`config.mk`:
```
export PLATFORM = sky130hd
export DESIGN_NAME = mul_reservation_station
export DESIGN_NICKNAME = d
export VERILOG_FILES = /design/src/rtl/mul_rs_pkg.sv /design/src/rtl/rs_priority_select.sv /design/src/rtl/mul_reservation_station.sv
export SDC_FILE = /design/constraint.sdc
export NUM_CORES = 1
export LEC_CHECK = 0
export CORE_MARGIN = 3
export CORE_UTILIZATION = 25
export CTS_CLUSTER_DIAMETER = 30
export CTS_CLUSTER_SIZE = 14
export DETAILED_ROUTE_END_ITERATION = 10
export HOLD_SLACK_MARGIN = 0.05
export PLACE_DENSITY_LB_ADDON = 0.25
export SETUP_SLACK_MARGIN = 0.15
export SLEW_MARGIN = 10
export SYNTH_ARGS = -nofsm -noshare
export SYNTH_HDL_FRONTEND = slang
export SYNTH_SLANG_ARGS = --single-unit
```
`constraint.sdc`:
```
create_clock -name clk_in -period 2.8 [get_ports clk_in]
set_input_delay 0.56 -clock clk_in [delete_from_list [all_inputs] [get_ports clk_in]]
set_output_delay 0.56 -clock clk_in [all_outputs]
set_load 0.03 [all_outputs]
```
`src/rtl/mul_rs_pkg.sv`:
```
// Shared types and helpers for the multiplier reservation station.
// Optional feature macro used by the station: MUL_RS_WAKEUP_BYPASS_EN.
package mul_rs_pkg;

    localparam int RS_ROB_IX      = 2;
    localparam int RS_NUM_ENTRIES = 4;
    localparam int RS_DATA_W      = 32;

    typedef logic [RS_ROB_IX:0]   tag_t;
    typedef logic [RS_DATA_W-1:0] data_t;

    // One station slot: occupancy, operand readiness, producer tags, values, destination
    typedef struct packed {
        logic  busy;
        logic  rdy1;
        logic  rdy2;
        tag_t  q1;
        tag_t  q2;
        data_t v1;
        data_t v2;
        tag_t  rob_ix;
    } rs_entry_t;

    // Result of a lowest-set-bit search over a vector of up to 32 bits
    typedef struct packed {
        logic       found;
        logic [4:0] idx;
    } sel_t;

    function automatic sel_t first_set(input logic [31:0] vec);
        sel_t r;
        r = '0;
        for (int i = 31; i >= 0; i--) begin
            if (vec[i]) begin
                r.found = 1'b1;
                r.idx   = 5'(i);
            end
        end
        return r;
    endfunction

endpackage

```
`src/rtl/rs_priority_select.sv`:
```
// Fixed-priority picker: lowest-index set request wins.
// Produces a one-hot grant, the binary index and a found flag.
module rs_priority_select
    import mul_rs_pkg::*;
#(
    parameter int N  = RS_NUM_ENTRIES,
    parameter int IW = (N > 1) ? $clog2(N) : 1
) (
    input  logic [N-1:0]  req,
    output logic [N-1:0]  grant,
    output logic [IW-1:0] idx,
    output logic          found
);

    logic [31:0] vec;
    sel_t        sel;

    // Lowest set request becomes the grant
    always_comb begin
        vec        = '0;
        vec[N-1:0] = req;
        sel        = first_set(vec);
        grant      = '0;
        for (int i = 0; i < N; i++) begin
            grant[i] = sel.found && (sel.idx == 5'(i));
        end
        idx   = sel.idx[IW-1:0];
        found = sel.found;
    end

endmodule

```
`src/rtl/mul_reservation_station.sv`:
```
// Tomasulo reservation station in front of the 6-cycle multiplier.
// Holds dispatched MUL ops, snoops the CDB for missing operands and issues
// the lowest-index ready op whenever the multiplier reports ready.
// Optional feature: define MUL_RS_WAKEUP_BYPASS_EN to let an op whose last
// missing operand arrives on the CDB issue in that same cycle.
//
// Issue handshake: issue_valid_out only rises while fu_ready_in is high, and a
// transfer happens on every clock edge where both are high; the issued slot is
// freed at that edge. The station never holds issue_valid_out waiting for ready.
module mul_reservation_station
    import mul_rs_pkg::*;
#(
    parameter int ROB_IX      = RS_ROB_IX,
    parameter int NUM_ENTRIES = RS_NUM_ENTRIES
) (
    input  logic              clk_in,
    input  logic              rst_n_in,
    input  logic              flush_in,
    input  logic              disp_valid_in,
    input  logic [ROB_IX:0]   disp_rob_ix_in,
    input  logic              disp_v1_rdy_in,
    input  logic [31:0]       disp_v1_in,
    input  logic [ROB_IX:0]   disp_q1_in,
    input  logic              disp_v2_rdy_in,
    input  logic [31:0]       disp_v2_in,
    input  logic [ROB_IX:0]   disp_q2_in,
    output logic              full_out,
    output logic              empty_out,
    input  logic              cdb_valid_in,
    input  logic [ROB_IX:0]   cdb_rob_ix_in,
    input  logic [31:0]       cdb_data_in,
    input  logic              fu_ready_in,
    output logic              issue_valid_out,
    output logic [31:0]       rval1_out,
    output logic [31:0]       rval2_out,
    output logic [ROB_IX:0]   rob_ix_out
);

    localparam int IW = (NUM_ENTRIES > 1) ? $clog2(NUM_ENTRIES) : 1;

    rs_entry_t entries     [NUM_ENTRIES];
    rs_entry_t entries_nxt [NUM_ENTRIES];
    rs_entry_t new_entry;

    logic [NUM_ENTRIES-1:0] busy_vec;
    logic [NUM_ENTRIES-1:0] hit1;
    logic [NUM_ENTRIES-1:0] hit2;
    logic [NUM_ENTRIES-1:0] iss_req;
    logic [NUM_ENTRIES-1:0] free_grant;
    logic [NUM_ENTRIES-1:0] iss_grant;
    logic [IW-1:0]          free_idx;
    logic [IW-1:0]          iss_idx;
    logic                   free_found;
    logic                   iss_found;
    logic                   disp_accept;
    logic                   issue_fire;
    logic                   disp_hit1;
    logic                   disp_hit2;

    // Per-slot CDB tag matches for operands still waiting, and issue eligibility
    always_comb begin
        for (int i = 0; i < NUM_ENTRIES; i++) begin
            busy_vec[i] = entries[i].busy;
            hit1[i] = cdb_valid_in && entries[i].busy && !entries[i].rdy1 &&
                      (entries[i].q1 == cdb_rob_ix_in);
            hit2[i] = cdb_valid_in && entries[i].busy && !entries[i].rdy2 &&
                      (entries[i].q2 == cdb_rob_ix_in);
`ifdef MUL_RS_WAKEUP_BYPASS_EN
            iss_req[i] = entries[i].busy &&
                         (entries[i].rdy1 || hit1[i]) &&
                         (entries[i].rdy2 || hit2[i]);
`else
            iss_req[i] = entries[i].busy && entries[i].rdy1 && entries[i].rdy2;
`endif
        end
    end

    rs_priority_select #(.N(NUM_ENTRIES), .IW(IW)) u_free_pick (
        .req   (~busy_vec),
        .grant (free_grant),
        .idx   (free_idx),
        .found (free_found)
    );

    rs_priority_select #(.N(NUM_ENTRIES), .IW(IW)) u_issue_pick (
        .req   (iss_req),
        .grant (iss_grant),
        .idx   (iss_idx),
        .found (iss_found)
    );

    // Occupancy flags depend on registered busy bits only; no grant means no free slot
    always_comb begin
        full_out  = ~|free_grant;
        empty_out = ~|busy_vec;
    end

    // Issue port: candidate slot fields, zero when nothing is ready
    always_comb begin
        issue_valid_out = fu_ready_in && iss_found;
        rval1_out       = '0;
        rval2_out       = '0;
        rob_ix_out      = '0;
        if (iss_found) begin
            rval1_out  = entries[iss_idx].v1;
            rval2_out  = entries[iss_idx].v2;
            rob_ix_out = entries[iss_idx].rob_ix;
`ifdef MUL_RS_WAKEUP_BYPASS_EN
            if (hit1[iss_idx]) rval1_out = cdb_data_in;
            if (hit2[iss_idx]) rval2_out = cdb_data_in;
`endif
        end
    end

    // Build the incoming entry, capturing a same-cycle CDB result for a waiting operand
    always_comb begin
        disp_accept = disp_valid_in && free_found && !flush_in;
        issue_fire  = fu_ready_in && iss_found;
        disp_hit1   = cdb_valid_in && !disp_v1_rdy_in && (disp_q1_in == cdb_rob_ix_in);
        disp_hit2   = cdb_valid_in && !disp_v2_rdy_in && (disp_q2_in == cdb_rob_ix_in);

        new_entry        = '0;
        new_entry.busy   = 1'b1;
        new_entry.rob_ix = disp_rob_ix_in;
        new_entry.q1     = disp_q1_in;
        new_entry.q2     = disp_q2_in;
        new_entry.rdy1   = disp_v1_rdy_in || disp_hit1;
        new_entry.rdy2   = disp_v2_rdy_in || disp_hit2;
        new_entry.v1     = disp_hit1 ? cdb_data_in : disp_v1_in;
        new_entry.v2     = disp_hit2 ? cdb_data_in : disp_v2_in;
    end

    // Next slot contents: flush wins, then issue frees, snoop wakes, dispatch fills
    always_comb begin
        for (int i = 0; i < NUM_ENTRIES; i++) begin
            entries_nxt[i] = entries[i];
        end
        if (flush_in) begin
            for (int i = 0; i < NUM_ENTRIES; i++) begin
                entries_nxt[i].busy = 1'b0;
            end
        end else begin
            for (int i = 0; i < NUM_ENTRIES; i++) begin
                if (issue_fire && iss_grant[i]) begin
                    entries_nxt[i].busy = 1'b0;
                end else begin
                    if (hit1[i]) begin
                        entries_nxt[i].rdy1 = 1'b1;
                        entries_nxt[i].v1   = cdb_data_in;
                    end
                    if (hit2[i]) begin
                        entries_nxt[i].rdy2 = 1'b1;
                        entries_nxt[i].v2   = cdb_data_in;
                    end
                end
            end
            // Free slot comes from registered busy bits, so a slot issued now stays unavailable
            if (disp_accept) begin
                entries_nxt[free_idx] = new_entry;
            end
        end
    end

    // Slot storage with asynchronous clear
    always_ff @(posedge clk_in or negedge rst_n_in) begin
        if (!rst_n_in) begin
            for (int i = 0; i < NUM_ENTRIES; i++) begin
                entries[i] <= '0;
            end
        end else begin
            for (int i = 0; i < NUM_ENTRIES; i++) begin
                entries[i] <= entries_nxt[i];
            end
        end
    end

endmodule

```
==> impl_metrics.yaml, run 1 <==
critical_path:
  crit_chain: "and3_4 > buf_12 > nor2_4 > buf_12 > a222oi_1 > a21oi_1 > buf_4 > buf_12"
  cp_max_fo: 31
  cpMaxStageDelayCell: "dfrtp_1"
  r2r_slack_ns: 0.25
  r2r-start: "busy_vec[2]"
  cp.required_ns: 2.24
  worstSetupStartpointType: "flop"
  crit_arrival_ns: 2.58
  end_kind: "primary output"
  cpPeakStageDelay_ns: 0.38
  crit_start: "entries[301]"
  worstSetupPathType: "reg -> out"
  cp_common_cell: "buf_12"
power:
  power_density_nw_per_um2: 821
  ir_drop_uv: 524
  p_total_w: 0.0198
  p_leak_nw: 10.2
sta:
  rsz0062_at_grt: "yes"
  fin_crit_sh: 1.12
  maxSlewViolCount: 0
  slew_headroom: 0.163
  finClkSkew_ns: 0.0191
  fin_tns_setup_ns: -15.38
  worstMarginPinSlew_ns: 1.25
  finalWorstSetupSlack_ns: -0.335
  finalSetupViolCount: 68
  max_freq_mhz: 319
  min_period_ns: 3.14
  hold_violations: 0
floorplanning:
  initial_core_util: 0.253
  core_um2: 61900
  io_pins: 186
  die_y_um: 257
  rows: 91
  chipWidth_um: 257
  die-area_um2: 65800
placement:
  dp.cells: 2532
  routabilityCongestion: 0.807
  place_area_um2: 20100
  dp_hpwl_um: 41700
  port_buffers: 185
grt:
  antenna_found_initial: 3
  grt_pass1_vias: 15641
  grt_pass1_wl_um: 104000
  overflow: 0
  grt_max_degree: 93
  grt_use_total: 0.207
synth:
  synthCells: 1526
  synth_largest_area_cell: "dfrtp_1"
  ys.flop_type: "dfrtp_1"
  synth_edf_count: 0
  synth.distinct_cells: 60
  yosys_register_bits: 304
  syn_area_per_cell_um2: 10.3
  yosysTopAreaCellShare: 0.485
  seq_area_frac_synth: 0.485
  synthTopCellsByArea: "dfrtp_1, o221a_2, a222oi_1"
  ys_warn_count: 0
  synth_area_um2: 15700
  async_flop_share: 1.00
  syn_nets: 1642
detailed_routing:
  firstDrtPassIters: 11
  wire_per_inst_um: 25.7
  post-route-drc-count: 10
  drt-total-wl_um: 70200
  vias: 15191
  drtIter0Drc: 1801
  ant_nets: 0
  via_per_inst: 5.56
clock_network:
  insertion_delay_ns: 0.61
  clkSinkCount: 304
  root_buffer: "clkbuf_16"
  cts_max_level: 3
  numCtsBuffers: 85
  clockBufferDepth: 3
  tritoncts: "yes"
  clkSlewWorstSetupHoldPaths_ns: 0.05
final_layout:
  fin_util: 0.389
  final_area_um2: 24100
  final_cell_mix: "dfrtp_1, nand2_1, nor2_1"
  drive_above_1_share: 0.321
  instances_no_fill: 2734
  finalNetCount: 1940
  nFillCells: 5983
  mostFrequentLayoutCell: "dfrtp_1"
  area_growth_pct: 53.6
worst_hold_path:
  holdCritPathClass: "in -> async"
status:
  status: "complete, but fails checks"
  violations: "design-rule violations, negative setup slack"
run:
  maxCapViolCount: 0
==> Yosys cell counts (30+ instances only) <==
cell      count
buf_2        64
a222oi_1     99
o221a_2      98
clkbuf_1     57
a221oi_2     41
o221a_1      30
or3_1        96
nand3_1      36
inv_1       102
nand2_1     181
o22ai_1      32
dfrtp_1     304
nor2_1      138
a21oi_1     102
==> power breakdown <==
part / total, W / switching [W] / leakage [nW] / internal [W]
clock: 0.0105 / 0.00301 / 1.52 / 0.00753
sequential: 0.00614 / 0.000643 / 3.57 / 0.00549
combinational: 0.00313 / 0.00147 / 5.13 / 0.00166
==> layout make-up <==
| class | count | area [µm²] | area share |
|---|---|---|---|
| antenna | 2 | 5.00 | 0.000208 |
| timing repair buffer | 359 | 4730 | 0.196 |
| inverter | 102 | 383 | 0.0159 |
| clock inverter | 48 | 707 | 0.0293 |
| multi-input combinational | 972 | 7200 | 0.299 |
| sequential | 304 | 7610 | 0.316 |
| clock buffer | 110 | 2430 | 0.101 |
| tap | 837 | 1050 | 0.0434 |
==> kinds of logic (layout without fill, tap and decap cells) <==
kind of cell              count (synthesis)  in the layout  share of synthesized area
xor gates and xnor gates                 30             30                     0.0203
DFF                                     304            304                      0.485
and+or+nand+nor                         488            488                      0.148
AOI/OAI and AO/OA                       454            454                      0.271
buffers and inverters                   250            619                     0.0752
other                                     0              2                          0
==> metal layers <==
layer / up-vias / routed length, µm / GRT usage
met5: - / 15 / 0
met4: 2 / 2160 / 0.0756
met3: 147 / 6020 / 0.0445
met2: 870 / 32200 / 0.326
met1: 7749 / 29800 / 0.281
li1: 6423 / - / -
==> worst max-delay path: cells and delay by family (launching register included) <==
family | cells | cell delay, ns
buffers and inverters | 4 | 0.70
and+or+nand+nor | 2 | 0.53
AOI/OAI and AO/OA | 2 | 0.35
DFF | 1 | 0.38
==> worst paths after layout <==
path	end	cells past startpoint
worst max-delay path	rval1_out[30]	8
worst min-delay path	entries[192]	2
worst max register to register	entries[129]	5
worst min register to register	flop	2
max in group asynchronous	busy_vec[2]	4
min in group clk_in	flop	2
==> per-stage QoR <==
| step | setup slack [ns] | hold slack [ns] |
|---|---|---|
| 4_1_cts | -0.269 | 0.385 |
| 5_1_grt | -0.390 | 0.425 |
| 2_1_floorplan | 0.162 | 0.264 |
| 6_report | -0.335 | 0.403 |
| 3_5_place_dp | -0.306 | 0.422 |
| 3_3_place_gp | -0.254 | 0.425 |
==> repair_timing <==
action	CTS	global route
gates resized for setup	57	17
buffers inserted	23	6
cloned	8	4
endpoints found under the hold margin	20	0
endpoints found under the setup margin	70	69
pin swaps	14	20
hold buffers	1	0
Power figures use the tool's default switching activity.
==> inputs of run 2 (changes only) <==
- CTS_CLUSTER_DIAMETER: 30 -> 100
==> run 2 against run 1 <==
The flow still finishes with violations (design-rule violations, negative setup slack). Hold slack improved by 0.029 ns. Via count shrank 3.4%. Combinational power about the same. Clock skew is essentially flat. Die area did not move. Global-route usage shrank 0.57 points. Routed wire length decreased by 1.5%. Total power shrank 36%. Flip-flop and latch count did not move. Cell count shrank 4.4%. Count of clock-buffer cells in the layout down 82. Fmax grew 1.6%. Critical endpoint unchanged.
==> impl_metrics.yaml, run 2 (same netlist as run 1, synthesis figures left out) <==
run:
  maxCapViolCount: 0
status:
  violations: "design-rule violations, negative setup slack"
  status: "complete, but fails checks"
final_layout:
  area_growth_pct: 39.3
  drive_above_1_share: 0.284
  nFillCells: 6156
  final_cell_mix: "dfrtp_1, nand2_1, nor2_1"
  mostFrequentLayoutCell: "dfrtp_1"
  instances_no_fill: 2613
  final_area_um2: 21900
  finalNetCount: 1888
critical_path:
  worstSetupPathType: "reg -> out"
  r2r_slack_ns: 0.25
  crit_start: "entries[301]"
  cp_max_fo: 6
  crit_arrival_ns: 2.53
  r2r-start: "busy_vec[2]"
  r2r_cells: 5
  cp.required_ns: 2.24
  cpPeakStageDelay_ns: 0.39
  r2r-end: "entries[133]"
  crit_end: "rval1_out[30]"
  crit_chain: "and3_4 > nor4b_4 > buf_6 > buf_6 > buf_12 > a222oi_1 > a21oi_1 > buf_4 > buf_12"
  worst-path-stages: 9
  cp_top_family: "buffers and inverters"
  cpMaxStageDelayCell: "dfrtp_1"
  worstSetupStartpointType: "flop"
  worst-path-buf-inv: 5
  end_kind: "primary output"
sta:
  hold_violations: 0
  finClkSkew_ns: 0.0190
  max_freq_mhz: 324
  finalSetupViolCount: 68
  min_period_ns: 3.09
  finalHoldWorstSlack_ns: 0.432
  fin_crit_sh: 1.10
  rsz0062_at_grt: "yes"
  maxSlewViolCount: 0
  worstMarginPinSlew_ns: 1.24
  finalWorstSetupSlack_ns: -0.286
  slew_headroom: 0.174
grt:
  antenna_found_initial: 2
  overflow: 0
  grt_pass1_vias: 14998
  grt_max_degree: 93
  grt_use_total: 0.202
  grt_pass1_wl_um: 102000
placement:
  dp.cells: 2532
  port_buffers: 185
  dp_hpwl_um: 41700
  routabilityCongestion: 0.807
  place_area_um2: 20100
  place_ws_ns: -0.306
detailed_routing:
  post-route-drc-count: 10
  ant_nets: 0
  firstDrtPassIters: 11
  drtIter0Drc: 1813
  drt-total-wl_um: 69200
  via_per_inst: 5.62
  vias: 14677
  wire_per_inst_um: 26.5
clock_network:
  numCtsBuffers: 26
  root_buffer: "clkbuf_16"
  tritoncts: "yes"
  clkSlewWorstSetupHoldPaths_ns: 0.07
  insertion_delay_ns: 0.57
  clockBufferDepth: 3
  clkSinkCount: 304
  cts_max_level: 1
floorplanning:
  chipWidth_um: 257
  die_y_um: 257
  core_um2: 61900
  initial_core_util: 0.253
  die-area_um2: 65800
  rows: 91
  io_pins: 186
power:
  ir_drop_uv: 480
  p_total_w: 0.0127
  power_density_nw_per_um2: 579
  p_leak_nw: 9.11
worst_hold_path:
  holdCritPathClass: "in -> async"
run 2: changes by cell type in the layout (fill, tap and decap cells not counted), moves of 6 or more:
| cell | change |
|---|---|
| bufinv_16 | -16 |
| clkinvlp_4 | -8 |
| a21oi_1 | -6 |
| clkbuf_16 | -61 |
| clkbuf_1 | -8 |
| a21oi_2 | +6 |
| clkinv_2 | -19 |
| clkbuf_8 | -12 |
| buf_16 | +6 |
run 2: worst min path at each step:
stage                        start      endpoint  depth (start not counted)
after detailed placement  rst_n_in   entries[40]                          1
final                     rst_n_in   entries[40]                          2
after global placement    rst_n_in  entries[268]                          1
after CTS                 rst_n_in   entries[40]                          2
after floorplan           rst_n_in     async pin                          0
after global routing      rst_n_in   entries[40]                          2
run 2: layer usage:
metal	wire length, µm	GRT usage	vias up
met1	29000	0.276	7473
met2	31700	0.317	802
li1	-	-	6263
met3	6120	0.0436	137
met5	20	0	-
met4	2320	0.0668	2
run 2: area by class of cell:
class,count,area [µm²],area share
clock buffers,28,679,0.0311
clock inverters,3,25.0,0.00114
multi-input cells,972,7230,0.331
well taps,837,1050,0.0479
flip-flops and latches,304,7610,0.348
repair buffers,366,4890,0.224
inverters,102,383,0.0175
diodes,1,2.50,0.000114
run 2: what timing repair did:
item	in CTS	in global routing
buffers inserted	18	15
pin swaps	16	24
gates resized for setup	58	31
endpoints found under the hold margin	20	0
gates cloned	10	5
setup endpoints to repair	70	69
hold buffers	1	0
run 2: per-stage QoR:
stage / setup TNS, ns / utilization
6_report: -13.06 / 0.353
5_1_grt: -19.34 / 0.353
4_1_cts: -12.07 / 0.347
3_5_place_dp: -19.98 / 0.324
3_3_place_gp: -16.85 / 0.324
2_1_floorplan: 0 / -
run 2: power by group:
part	total, W	internal (W)	switching, W
logic	0.00314	0.00166	0.00148
clock network	0.00342	0.00171	0.00171
registers	0.00611	0.00547	0.000638
